$ cat src/rtl/fx_pkg.sv
// Shared fx bus definitions: address field layout, fixed register addresses
// and the signature constant used by both bus controller endpoints.
package fx_pkg;
  localparam int MOD_W  = 8;
  localparam int REG_W  = 8;
  localparam int ADDR_W = MOD_W + REG_W;

  localparam logic [7:0] ADDR_STS_BASE = 8'h80;
  localparam logic [7:0] ADDR_IRQ_PEND = 8'hF0;
  localparam logic [7:0] ADDR_IRQ_EN   = 8'hF1;
  localparam logic [7:0] ADDR_ID       = 8'hFE;
  localparam logic [7:0] ADDR_SIG      = 8'hFF;
  localparam logic [7:0] SIG_VALUE     = 8'hA5;

  typedef struct packed {
    logic [MOD_W-1:0] mod;
    logic [REG_W-1:0] rg;
  } fx_addr_t;

  function automatic logic fx_hit(input fx_addr_t a, input logic [MOD_W-1:0] id);
    return a.mod == id;
  endfunction
endpackage

$ cat src/rtl/fx_irq_pend.sv
// Sticky interrupt-pending bits with enable mask, W1C/read-clear and a
// registered level IRQ.
module fx_irq_pend
  import fx_pkg::*;
(
  input  logic       clk_sys,
  input  logic       rst,
  input  logic [7:0] irq_src,
  input  logic       en_we,
  input  logic       w1c_we,
  input  logic [7:0] wdata,
  input  logic       rd_clr,
  output logic [7:0] pend,
  output logic [7:0] en,
  output logic       irq_out
);
  logic [7:0] clr;

  always_comb begin
    clr = 8'h00;
    if (w1c_we) clr = clr | wdata;
    if (rd_clr) clr = clr | pend;
  end

  // irq_src is OR-ed in after the clear so a same-cycle event is never lost
  always_ff @(posedge clk_sys or posedge rst) begin
    if (rst) begin
      pend    <= 8'h00;
      en      <= 8'h00;
      irq_out <= 1'b0;
    end else begin
      if (en_we) en <= wdata;
      pend    <= (pend & ~clr) | irq_src;
      irq_out <= |(pend & en);
    end
  end
endmodule

$ cat src/rtl/fx_bc_s.sv
// fx bus slave endpoint: address decode, RW config bank, sampled status
// snapshot, interrupt block and the registered fx_q read port.
module fx_bc_s
  import fx_pkg::*;
#(
  parameter logic [7:0] MOD_ID  = 8'h01,
  parameter int         NREG    = 16,
  parameter int         NSTS    = 8,
  parameter logic [7:0] CFG_RST = 8'h00
) (
  input  logic                clk_sys,
  input  logic                rst,
  input  logic [ADDR_W-1:0]   fx_waddr,
  input  logic                fx_wr,
  input  logic [7:0]          fx_data,
  input  logic                fx_rd,
  input  logic [ADDR_W-1:0]   fx_raddr,
  output logic [7:0]          fx_q,
  output logic [NREG*8-1:0]   cfg_flat,
  output logic [NREG-1:0]     cfg_stb,
  input  logic [NSTS*8-1:0]   sts_flat,
  input  logic [7:0]          irq_src,
  output logic [7:0]          irq_en_out,
  output logic                irq_out
);
  fx_addr_t wa, ra;
  logic     wsel, rsel;
  logic [NREG-1:0][7:0] cfg;
  logic [NSTS-1:0][7:0] snap;
  logic [NREG-1:0]      stb_nxt;
  logic [7:0]           rdata, pend, en;

  assign wa   = fx_addr_t'(fx_waddr);
  assign ra   = fx_addr_t'(fx_raddr);
  assign wsel = fx_wr && fx_hit(wa, MOD_ID);
  assign rsel = fx_rd && fx_hit(ra, MOD_ID);

  always_comb begin
    stb_nxt = '0;
    for (int i = 0; i < NREG; i++)
      if (wsel && wa.rg == 8'(i)) stb_nxt[i] = 1'b1;
  end

  // Read mux sees pre-edge state, so a same-cycle write returns the old value
  always_comb begin
    rdata = 8'h00;
    for (int i = 0; i < NREG; i++)
      if (ra.rg == 8'(i)) rdata = cfg[i];
    for (int j = 0; j < NSTS; j++)
      if (ra.rg == ADDR_STS_BASE + 8'(j)) rdata = snap[j];
    case (ra.rg)
      ADDR_IRQ_PEND: rdata = pend;
      ADDR_IRQ_EN:   rdata = en;
      ADDR_ID:       rdata = MOD_ID;
      ADDR_SIG:      rdata = SIG_VALUE;
      default:       ;
    endcase
  end

  always_ff @(posedge clk_sys or posedge rst) begin
    if (rst) begin
      cfg     <= {NREG{CFG_RST}};
      cfg_stb <= '0;
      snap    <= '0;
      fx_q    <= 8'h00;
    end else begin
      for (int i = 0; i < NREG; i++)
        if (stb_nxt[i]) cfg[i] <= fx_data;
      cfg_stb <= stb_nxt;
      snap    <= sts_flat;
      if (fx_rd) fx_q <= rsel ? rdata : 8'h00;
    end
  end

  fx_irq_pend u_irq (
    .clk_sys (clk_sys),
    .rst     (rst),
    .irq_src (irq_src),
    .en_we   (wsel && wa.rg == ADDR_IRQ_EN),
    .w1c_we  (wsel && wa.rg == ADDR_IRQ_PEND),
    .wdata   (fx_data),
    .rd_clr  (rsel && ra.rg == ADDR_IRQ_PEND),
    .pend    (pend),
    .en      (en),
    .irq_out (irq_out)
  );

  assign cfg_flat   = cfg;
  assign irq_en_out = en;
endmodule
$ cat config.mk
export PLATFORM = sky130hd
export DESIGN_NAME = fx_bc_s
export DESIGN_NICKNAME = d
export VERILOG_FILES = /design/src/rtl/fx_pkg.sv /design/src/rtl/fx_irq_pend.sv /design/src/rtl/fx_bc_s.sv
export SDC_FILE = /design/constraint.sdc
export NUM_CORES = 1
export LEC_CHECK = 0
export BUFFER_PORTS_ARGS = -buffer_cell sky130_fd_sc_hd__buf_2
export CAP_MARGIN = 20
export CELL_PAD_IN_SITES_DETAIL_PLACEMENT = 0
export CELL_PAD_IN_SITES_GLOBAL_PLACEMENT = 1
export CORE_MARGIN = 5
export CORE_UTILIZATION = 38
export CTS_CLUSTER_SIZE = 40
export DETAILED_ROUTE_END_ITERATION = 16
export GPL_TIMING_DRIVEN = 0
export PLACE_DENSITY_LB_ADDON = 0.1
export SETUP_SLACK_MARGIN = 0.2
export SYNTH_ARGS = -nofsm -noshare
export SYNTH_HDL_FRONTEND = slang
export SYNTH_HIERARCHICAL = 1
export SYNTH_SLANG_ARGS = --single-unit
$ cat constraint.sdc
create_clock -name clk_sys -period 6.4 [get_ports clk_sys]
set_clock_uncertainty 0.15 [all_clocks]
set_input_delay 0.32 -clock clk_sys [delete_from_list [all_inputs] [get_ports clk_sys]]
set_output_delay 0.32 -clock clk_sys [all_outputs]
set_load 0.05 [all_outputs]
# --- Word-level counts from Yosys, hierarchy flattened ---
# Cells that the tools add are included.
op_classes:
  n_reduce_logical: 24
  n_bitwise: 5
  muxes: 44
  n_eq_ne: 46
ops:
  columns: ["operator", "count"]
  rows:
  - ["$mux 8", 27]
  - ["$eq 8x4->1 const B", 16]
  - ["$eq 8x8->1 const B", 14]
  - ["$eq 8x3->1 const B", 8]
  - ["$eq 8x1->1 const B", 4]
  - ["$eq 8x2->1 const B", 4]
  - ["$pmux 8 s4", 1]
  - ["$logic_and 1x1->1", 21]
  - ["$and 8x8->8", 2]
  - ["$logic_not 8->1", 2]
  - ["$mux 1", 16]
  - ["$or 8x8->8", 2]
  - ["$not 8->8", 1]
  - ["$reduce_or 8->1", 1]
totals:
  elab_cells: 148
  register_bits: 233
  out_inout_bits: 161

# --- Depth between registers and ports, before layout ---
# Gate-level depths: netlist of the first run.
depth:
  depth_word: 27
  depth_mapped: 9

# --- Cells and area by module ---
# The synthesis of the first run kept the hierarchy.
modules_own_cells:
  columns: ["mod", "area_each_um2", "seq_area_each_um2", "n_inst", "cells_each"]
  rows:
  - ["fx_bc_s", 9859.5, 5405.2, 1, 819]
  - ["fx_irq_pend", 708.2, 425.4, 1, 50]

# --- Least setup slack after synthesis of the first run ---
# No wires, ideal clock.
synth_path:
  kind: "input port to flip-flop"
  startpoint: "input fx_waddr[12]"
  endpoint: "register cfg, in the netlist cfg_flat[10]"
  n_path_buf: 1
  path_stages: 6
  required_ns: 6.125
  path_slack_ns: 4.171
  arrival_ns: 1.954
  cell_sequence: "nor4b_2 nand4_1 or3b_2 buf_2 nor2_4 mux2_2"
synth_via:
  elab_chain_len: 4
synth_rtl:
  columns: ["item", "line_no", "source"]
  rows:
  - ["start, declared", "fx_bc_s.sv:13", "input logic [ADDR_W-1:0] fx_waddr,"]
  - ["$eq 8x1->1", "fx_pkg.sv:21", "return a.mod == id;"]
  - ["$logic_and 1x1->1", "fx_bc_s.sv:35", "assign wsel = fx_wr && fx_hit(wa, MOD_ID);"]
  - ["$logic_and 1x1->1", "fx_bc_s.sv:41", "if (wsel && wa.rg == 8'(i)) stb_nxt[i] = 1'b1;"]
  - ["$mux 1", "fx_bc_s.sv:41", null]
  - ["via stb_nxt[1]", "fx_bc_s.sv:30", "logic [NREG-1:0] stb_nxt;"]
  - ["end signal, assigned", "fx_bc_s.sv:62", "cfg <= {NREG{CFG_RST}};"]
  - ["end signal, assigned by index", "fx_bc_s.sv:68", "if (stb_nxt[i]) cfg[i] <= fx_data;"]
  - ["end, declared", "fx_bc_s.sv:28", "logic [NREG-1:0][7:0] cfg;"]
# The timed path passes the listed nets, and every way through them passes these cells.
# A chain may end at the register's enable or synchronous reset.

# --- Worst setup path in the final report of the first run ---
layout_path:
  startpoint: "input fx_raddr[0]"
  endpoint: "register fx_q[2]"
layout_via:
  elab_chain_len: 27
layout_rtl:
  columns: ["item", "line_no", "source"]
  rows:
  - ["start, declared", "fx_bc_s.sv:17", "input logic [ADDR_W-1:0] fx_raddr,"]
  - ["$logic_not 8->1", "fx_bc_s.sv:48", "if (ra.rg == 8'(i)) rdata = cfg[i];"]
  - ["$mux 8 (16 in series)", "fx_bc_s.sv:48", null]
  - ["$mux 8 (8 in series)", "fx_bc_s.sv:50", "if (ra.rg == ADDR_STS_BASE + 8'(j)) rdata = snap[j];"]
  - ["$pmux 8 s4 *", "fx_bc_s.sv:51", "case (ra.rg)"]
  - ["$mux 8 *", "fx_bc_s.sv:71", "if (fx_rd) fx_q <= rsel ? rdata : 8'h00;"]
  - ["end signal, assigned", "fx_bc_s.sv:71", null]
  - ["end, declared", "fx_bc_s.sv:18", "output logic [7:0] fx_q,"]
# Every way passes the cells marked *; elsewhere a longest branch is shown, timed or not.

==> results of run 1 <==
==> report_power, final <==
| group | total [mW] | internal, mW | switching, mW | leakage, nW |
|---|---|---|---|---|
| registers | 1.50 | 1.49 | 0.00909 | 3.05 |
| logic | 0.259 | 0.0955 | 0.164 | 3.49 |
| clock network | 1.56 | 0.948 | 0.615 | 0.429 |
| total | 3.33 | 2.54 | 0.788 | 6.97 |
==> cells in the final DEF (no fill, tap or decap), types with 13 or more instances in the layout <==
cell           instances
a21oi_1               33
a22oi_1               16
buf_2                293
clkbuf_1              35
clkbuf_16             27
dfrtp_1              233
dlygate4sd3_1         74
inv_1                 14
mux2_2               141
mux2i_1               21
nand2_1               48
nand3_1               22
nand4_1               16
nor2_1                33
nor2b_1               13
nor3_1                14
o21ai_0               27
==> logic make-up after synthesis <==
group                  Yosys count
AOI/OAI and AO/OA              185
buffers and inverters           72
DFF                            233
muxes                          174
and+or+nand+nor                205
==> sequential cells by signal, summed over array words and instances (netlist names) <==
| register | count |
|---|---|
| u_irq/en | 8 |
| fx_q | 8 |
| cfg_stb | 16 |
| u_irq/pend | 8 |
| cfg_flat | 128 |
| snap | 64 |
| u_irq/irq_out | 1 |
==> worst max-delay path by stage <==
stage / start / end / slack [ps] / depth (start not counted)
after floorplan: rst / cfg_flat[0] / 3120 / 1
after global placement: rst / cfg_flat[80] / 1590 / 2
after detailed placement: fx_raddr[0] / fx_q[2] / 2610 / 8
after CTS: fx_raddr[0] / fx_q[2] / 3170 / 8
after global routing: fx_raddr[0] / fx_q[2] / 3070 / 8
final: fx_raddr[0] / fx_q[2] / 3000 / 8
==> layer usage <==
layer / vias to the layer above / part of all wire / global-route usage
met5: - / 0 / 0
met4: 0 / 0.023 / 0.0642
met3: 79 / 0.080 / 0.0566
met2: 439 / 0.47 / 0.453
met1: 4689 / 0.43 / 0.384
li1: 4006 / - / -
==> critical path: stages <==
cell and delay, ps:
buf_2 240, buf_2 380, buf_1 760, clkbuf_1 710
a21oi_1 210, a2bb2oi_1 200, o31ai_1 620, a31oi_1 170
==> layout make-up <==
class,instances,area (um^2),area share
clock buffers,37,763,0.0539
repair buffers,354,2220,0.157
plain buffers,56,244,0.0172
flip-flops and latches,233,5830,0.412
clock inverters,9,131,0.00928
inverters,16,63.8,0.00451
well taps,378,473,0.0334
multi-input cells,564,4430,0.313
==> repair_timing <==
item | in CTS | in global routing
endpoints found under the setup margin | 0 | 0
hold buffers | 74 | 0
hold endpoints to repair | 113 | 0
==> flow_summary_export.csv, run 1 <==
group,metric,value,unit
timing,finalCriticalPeriod,3400,ps
grt,grt.total_usage,0.277,
cells_and_area,fin_cells,1647,
yosys,yosysMostFrequentCell,"dfrtp_1",
floorplan,design.die.area,31200,um^2
placement,hpwl,32.2,mm
placement,routabilityCongestion,0.941,
grt,grt_max_degree,41,
critical_path,reg2reg_depth,5,
min_path,holdPathEnd,"u_irq/en[5]",
critical_path,startpoint_type,"input port",
timing,rsz0062_at_grt,"false",
cells_and_area,area.growth.synth_to_final,34.0,%
yosys,ys_seq_elements,233,
yosys,synth_warnings,6,
detailed_routing,drtPass1Iterations,6,
flow_run,maxCapViolCount,0,
pwr,leakage,6.97,nW
yosys,synthMuxAreaShare,0.190,
placement,port_buffers,275,
cells_and_area,fin_area,14200,um^2
clock_network,cts_tree,"yes",
critical_path,worst-setup-path-type,"in2reg",
placement,dp_slack,2610,ps
cells_and_area,drive_gt1_frac,0.421,
clock_network,ctsResizeCount,0,
grt,grt_pass1_vias,9561,
clock_network,clk_path_buf_depth,3,
grt,antenna_found_initial,0,
clock_network,clkTransAtPathRegs,60,ps
grt,grt_pass1_wl,64.1,mm
yosys,synth_compound_area_frac,0.123,
yosys,synth_top_family_by_area,"multiplexers",
floorplan,core,27600,um^2
timing,max_freq,294,MHz
min_path,min_from,"fx_data[5]",
detailed_routing,avgViaCountPerCell,5.59,
critical_path,endpoint_kind,"register",
yosys,post-synth-top-area-fraction,0.552,
yosys,yosysSeqAreaShare,0.552,
pwr,power.total,3.33,mW
cells_and_area,diodes,0,
clock_network,h-tree-depth,1,
yosys,synth_adder_area_share,0,
timing,setup_viol,0,
critical_path,reg2reg_setup_slack,4030,ps
clock_network,cts-root-buf,"clkbuf_16",
timing,worst_pin_slew,1150,ps
timing,tns,0,ps
critical_path,regToRegStartpoint,"cfg_flat[9]",
yosys,synthTopCellsByArea,"dfrtp_1, mux2_2, mux2i_1, nand2_1, a21oi_1",
pwr,p_per_area,235,nW/um^2
floorplan,io_pins,277,
timing,drv_slew,0,
floorplan,start_util,0.382,
timing,setup_slack,3000,ps
yosys,synth_edf_count,0,
clock_network,cts.sinks,233,
timing,hold_viol,0,
cells_and_area,final_util,0.512,
cells_and_area,fillers,2622,
critical_path,critPathMaxFanout,10,
pwr,ir_drop,0.000140,V
floorplan,rows,61,
detailed_routing,drc,0,
detailed_routing,num_vias,9213,
run_status,status,"completed",
floorplan,die_y,177,um
yosys,synth-xor-area-share,0,
yosys,mappedNetlistArea,10600,um^2
yosys,syn_inst,869,
min_path,whs_path_depth,2,
yosys,synthArstFlopShare,1.00,
timing,holdWs,54.6,ps
yosys,synth_area_per_cell,12.2,um^2
timing,period_share,0.531,
detailed_routing,ant_nets,0,
yosys,synth_common_cells,"dfrtp_1, mux2_2, nand2_1, a21oi_1, nor2_1",
cells_and_area,nNetsFinal,1367,
yosys,syn_nets,985,
grt,overflow,0,
min_path,hold_path_class,"in2reg",
critical_path,crit_required,6630,ps
critical_path,arrival,3630,ps
clock_network,postCtsSetupBuffers,0,
detailed_routing,drt_iter0_markers,729,
yosys,synth_cell_types,74,
timing,max-slew-margin-rel,0.231,
placement,place_inst,1527,
yosys,synth_area_leader_cell,"dfrtp_1",
clock_network,clk_latency,540,ps
clock_network,cts_buffers,26,
floorplan,fp.dieW,177,um
detailed_routing,drt_wl_total,44.3,mm
detailed_routing,wl_per_cell,26.9,um
yosys,synth_top_flop_cell,"dfrtp_1",
yosys,yosys.area_share.simple,0.106,
placement,placed_area,12500,um^2
critical_path,r2r_end,"fx_q[1]",
No activity file was read; power rests on OpenSTA's default activity.
==> inputs of run 2 (changes only) <==
--- a/config.mk
+++ b/config.mk
@@ -10,7 +10,7 @@
 export CELL_PAD_IN_SITES_DETAIL_PLACEMENT = 0
 export CELL_PAD_IN_SITES_GLOBAL_PLACEMENT = 1
 export CORE_MARGIN = 5
-export CORE_UTILIZATION = 38
+export CORE_UTILIZATION = 42
 export CTS_CLUSTER_SIZE = 40
 export DETAILED_ROUTE_END_ITERATION = 16
 export GPL_TIMING_DRIVEN = 0
==> constraint.sdc (replaced) <==
create_clock -name clk_sys -period 3.2 [get_ports clk_sys]
set_clock_uncertainty 0.15 [all_clocks]
set_input_delay 0.16 -clock clk_sys [delete_from_list [all_inputs] [get_ports clk_sys]]
set_output_delay 0.16 -clock clk_sys [all_outputs]
set_load 0.05 [all_outputs]
==> run 2 against run 1 <==
Against the previous run:
- clock-buffer cell count fell by 1
- design area is 0.84% higher
- critical endpoint unchanged
- critical path type unchanged
- combinational power is 100% higher
- largest power group unchanged
- sequential share of layout area shrank 0.34 points
- largest cell class unchanged
==> flow_summary_export.csv, run 2 (synthesized netlist as in run 1, its figures left out) <==
group,metric,value,unit
timing,hold_viol,0,
critical_path,critPathMaxFanout,10,
timing,drv_slew,0,
floorplan,start_util,0.423,
detailed_routing,drc,0,
critical_path,startpoint_type,"input port",
critical_path,reg2reg_depth,5,
clock_network,clk_path_buf_depth,3,
critical_path,worst-setup-path-type,"in2reg",
min_path,hold_path_class,"in2reg",
clock_network,cts.sinks,233,
floorplan,design.die.area,28400,um^2
flow_run,maxCapViolCount,0,
timing,max_freq,339,MHz
timing,worst_pin_slew,1020,ps
clock_network,postCtsSetupBuffers,0,
detailed_routing,num_vias,9308,
timing,rsz0062_at_grt,"false",
pwr,combPwrFrac,0.079,
clock_network,cts-root-buf,"clkbuf_16",
critical_path,regToRegStartpoint,"cfg_flat[25]",
pwr,leakage,7.03,nW
cells_and_area,final_common_cell,"buf_2",
detailed_routing,drt_wl_total,42.9,mm
floorplan,rows,58,
detailed_routing,ant_nets,0,
min_path,holdPathEnd,"u_irq/en[7]",
floorplan,core,25000,um^2
cells_and_area,area.growth.synth_to_final,35.1,%
detailed_routing,drtPass1Iterations,6,
critical_path,endpoint_kind,"register",
pwr,power.switching,1.55,mW
timing,holdWs,54.7,ps
clock_network,h-tree-depth,1,
timing,setup_viol,0,
pwr,power.total,6.59,mW
grt,grt_max_degree,43,
grt,grt_pass1_wl,62.1,mm
cells_and_area,final_util,0.572,
pwr,p_int,5.04,mW
placement,routabilityCongestion,0.968,
floorplan,io_pins,277,
pwr,p_clk_frac,0.464,
grt,overflow,0,
pwr,ir_drop,0.000411,V
cells_and_area,final_cell_mix,"buf_2, dfrtp_1, mux2_2",
pwr,pwr-share-seq,0.456,
cells_and_area,fin_area,14300,um^2
clock_network,clk_latency,550,ps
cells_and_area,nNetsFinal,1386,
detailed_routing,avgViaCountPerCell,5.75,
pwr,power.share.switching,0.236,
min_path,min_from,"fx_waddr[1]",
grt,antenna_found_initial,1,
critical_path,crit_required,3430,ps
placement,hpwl,31.1,mm
critical_path,reg2reg_setup_slack,850,ps
min_path,whs_path_depth,4,
timing,max-slew-margin-rel,0.318,
grt,grt.total_usage,0.292,
timing,finalCriticalPeriod,2950,ps
cells_and_area,drive_gt1_frac,0.415,
cells_and_area,largest_reg_flops,128,
clock_network,clkTransAtPathRegs,60,ps
detailed_routing,wl_per_cell,26.5,um
placement,placed_area,12500,um^2
floorplan,die_y,169,um
floorplan,fp.dieW,169,um
timing,period_share,0.922,
critical_path,r2r_end,"fx_q[1]",
grt,grt_pass1_vias,9402,
clock_network,cts_tree,"yes",
clock_network,cts_buffers,26,
critical_path,arrival,3180,ps
placement,port_buffers,275,
pwr,p_per_area,462,nW/um^2
detailed_routing,drt_iter0_markers,939,
run_status,status,"completed",
-- run 2: worst max-delay path, stage by stage --
cell and delay, ps:
buf_2 240, buf_2 370, clkdlybuf4s15_2 570, clkbuf_1 660, a21oi_1 210, a2bb2oi_1 190
o31ai_1 600, a31oi_1 160
-- run 2: worst max-delay path by stage --
stage | startpoint | end | cells past startpoint
floorplan | rst | cfg_flat[0] | 1
global placement | rst | snap[54] | 2
detailed placement | fx_raddr[0] | fx_q[2] | 8
CTS | fx_raddr[0] | fx_q[2] | 8
global route | fx_raddr[0] | fx_q[2] | 8
finish | fx_raddr[0] | fx_q[2] | 8
-- run 2: repair_timing --
item / in CTS / in global routing
endpoints found under the setup margin: 1 / 0
hold endpoints to repair: 171 / 0
hold buffers: 93 / 0
resized for setup: 2 / 0
-- run 2: final cells by class --
class / instances / area, um^2
fill: 2232 / 10700
sequential: 233 / 5830
multi-input combinational: 564 / 4430
timing repair buffer: 373 / 2410
clock buffer: 36 / 738
tap: 330 / 413
buffer: 56 / 251
clock inverter: 9 / 135
inverter: 16 / 63.8
antenna: 1 / 2.50
-- run 2: layer usage --
layer	share of wire	track usage	wire length [um]
met5	0	0	0
met4	0.026	0.0790	1100
met3	0.083	0.0596	3560
met2	0.46	0.463	19900
met1	0.43	0.413	18300
-- run 2: through the flow --
stage,TNS [ps],setup slack [ps],instances
global placement,-286910,-1350,1474
finish,0,248,1618
floorplan,0,77.9,869
CTS,0,408,1617
global route,0,274,1618
detailed placement,-709,-388,1479
-- run 2: power by group through the flow --
stage          Clock, mW  Combinational, mW  Sequential, mW
3_3_place_gp           0              0.417            3.06
6_report            3.06              0.522            3.01
3_5_place_dp           0              0.432            3.06
5_1_grt             3.22              0.558            3.01
4_1_cts             3.09              0.515            3.01
2_1_floorplan          0              0.200            3.05
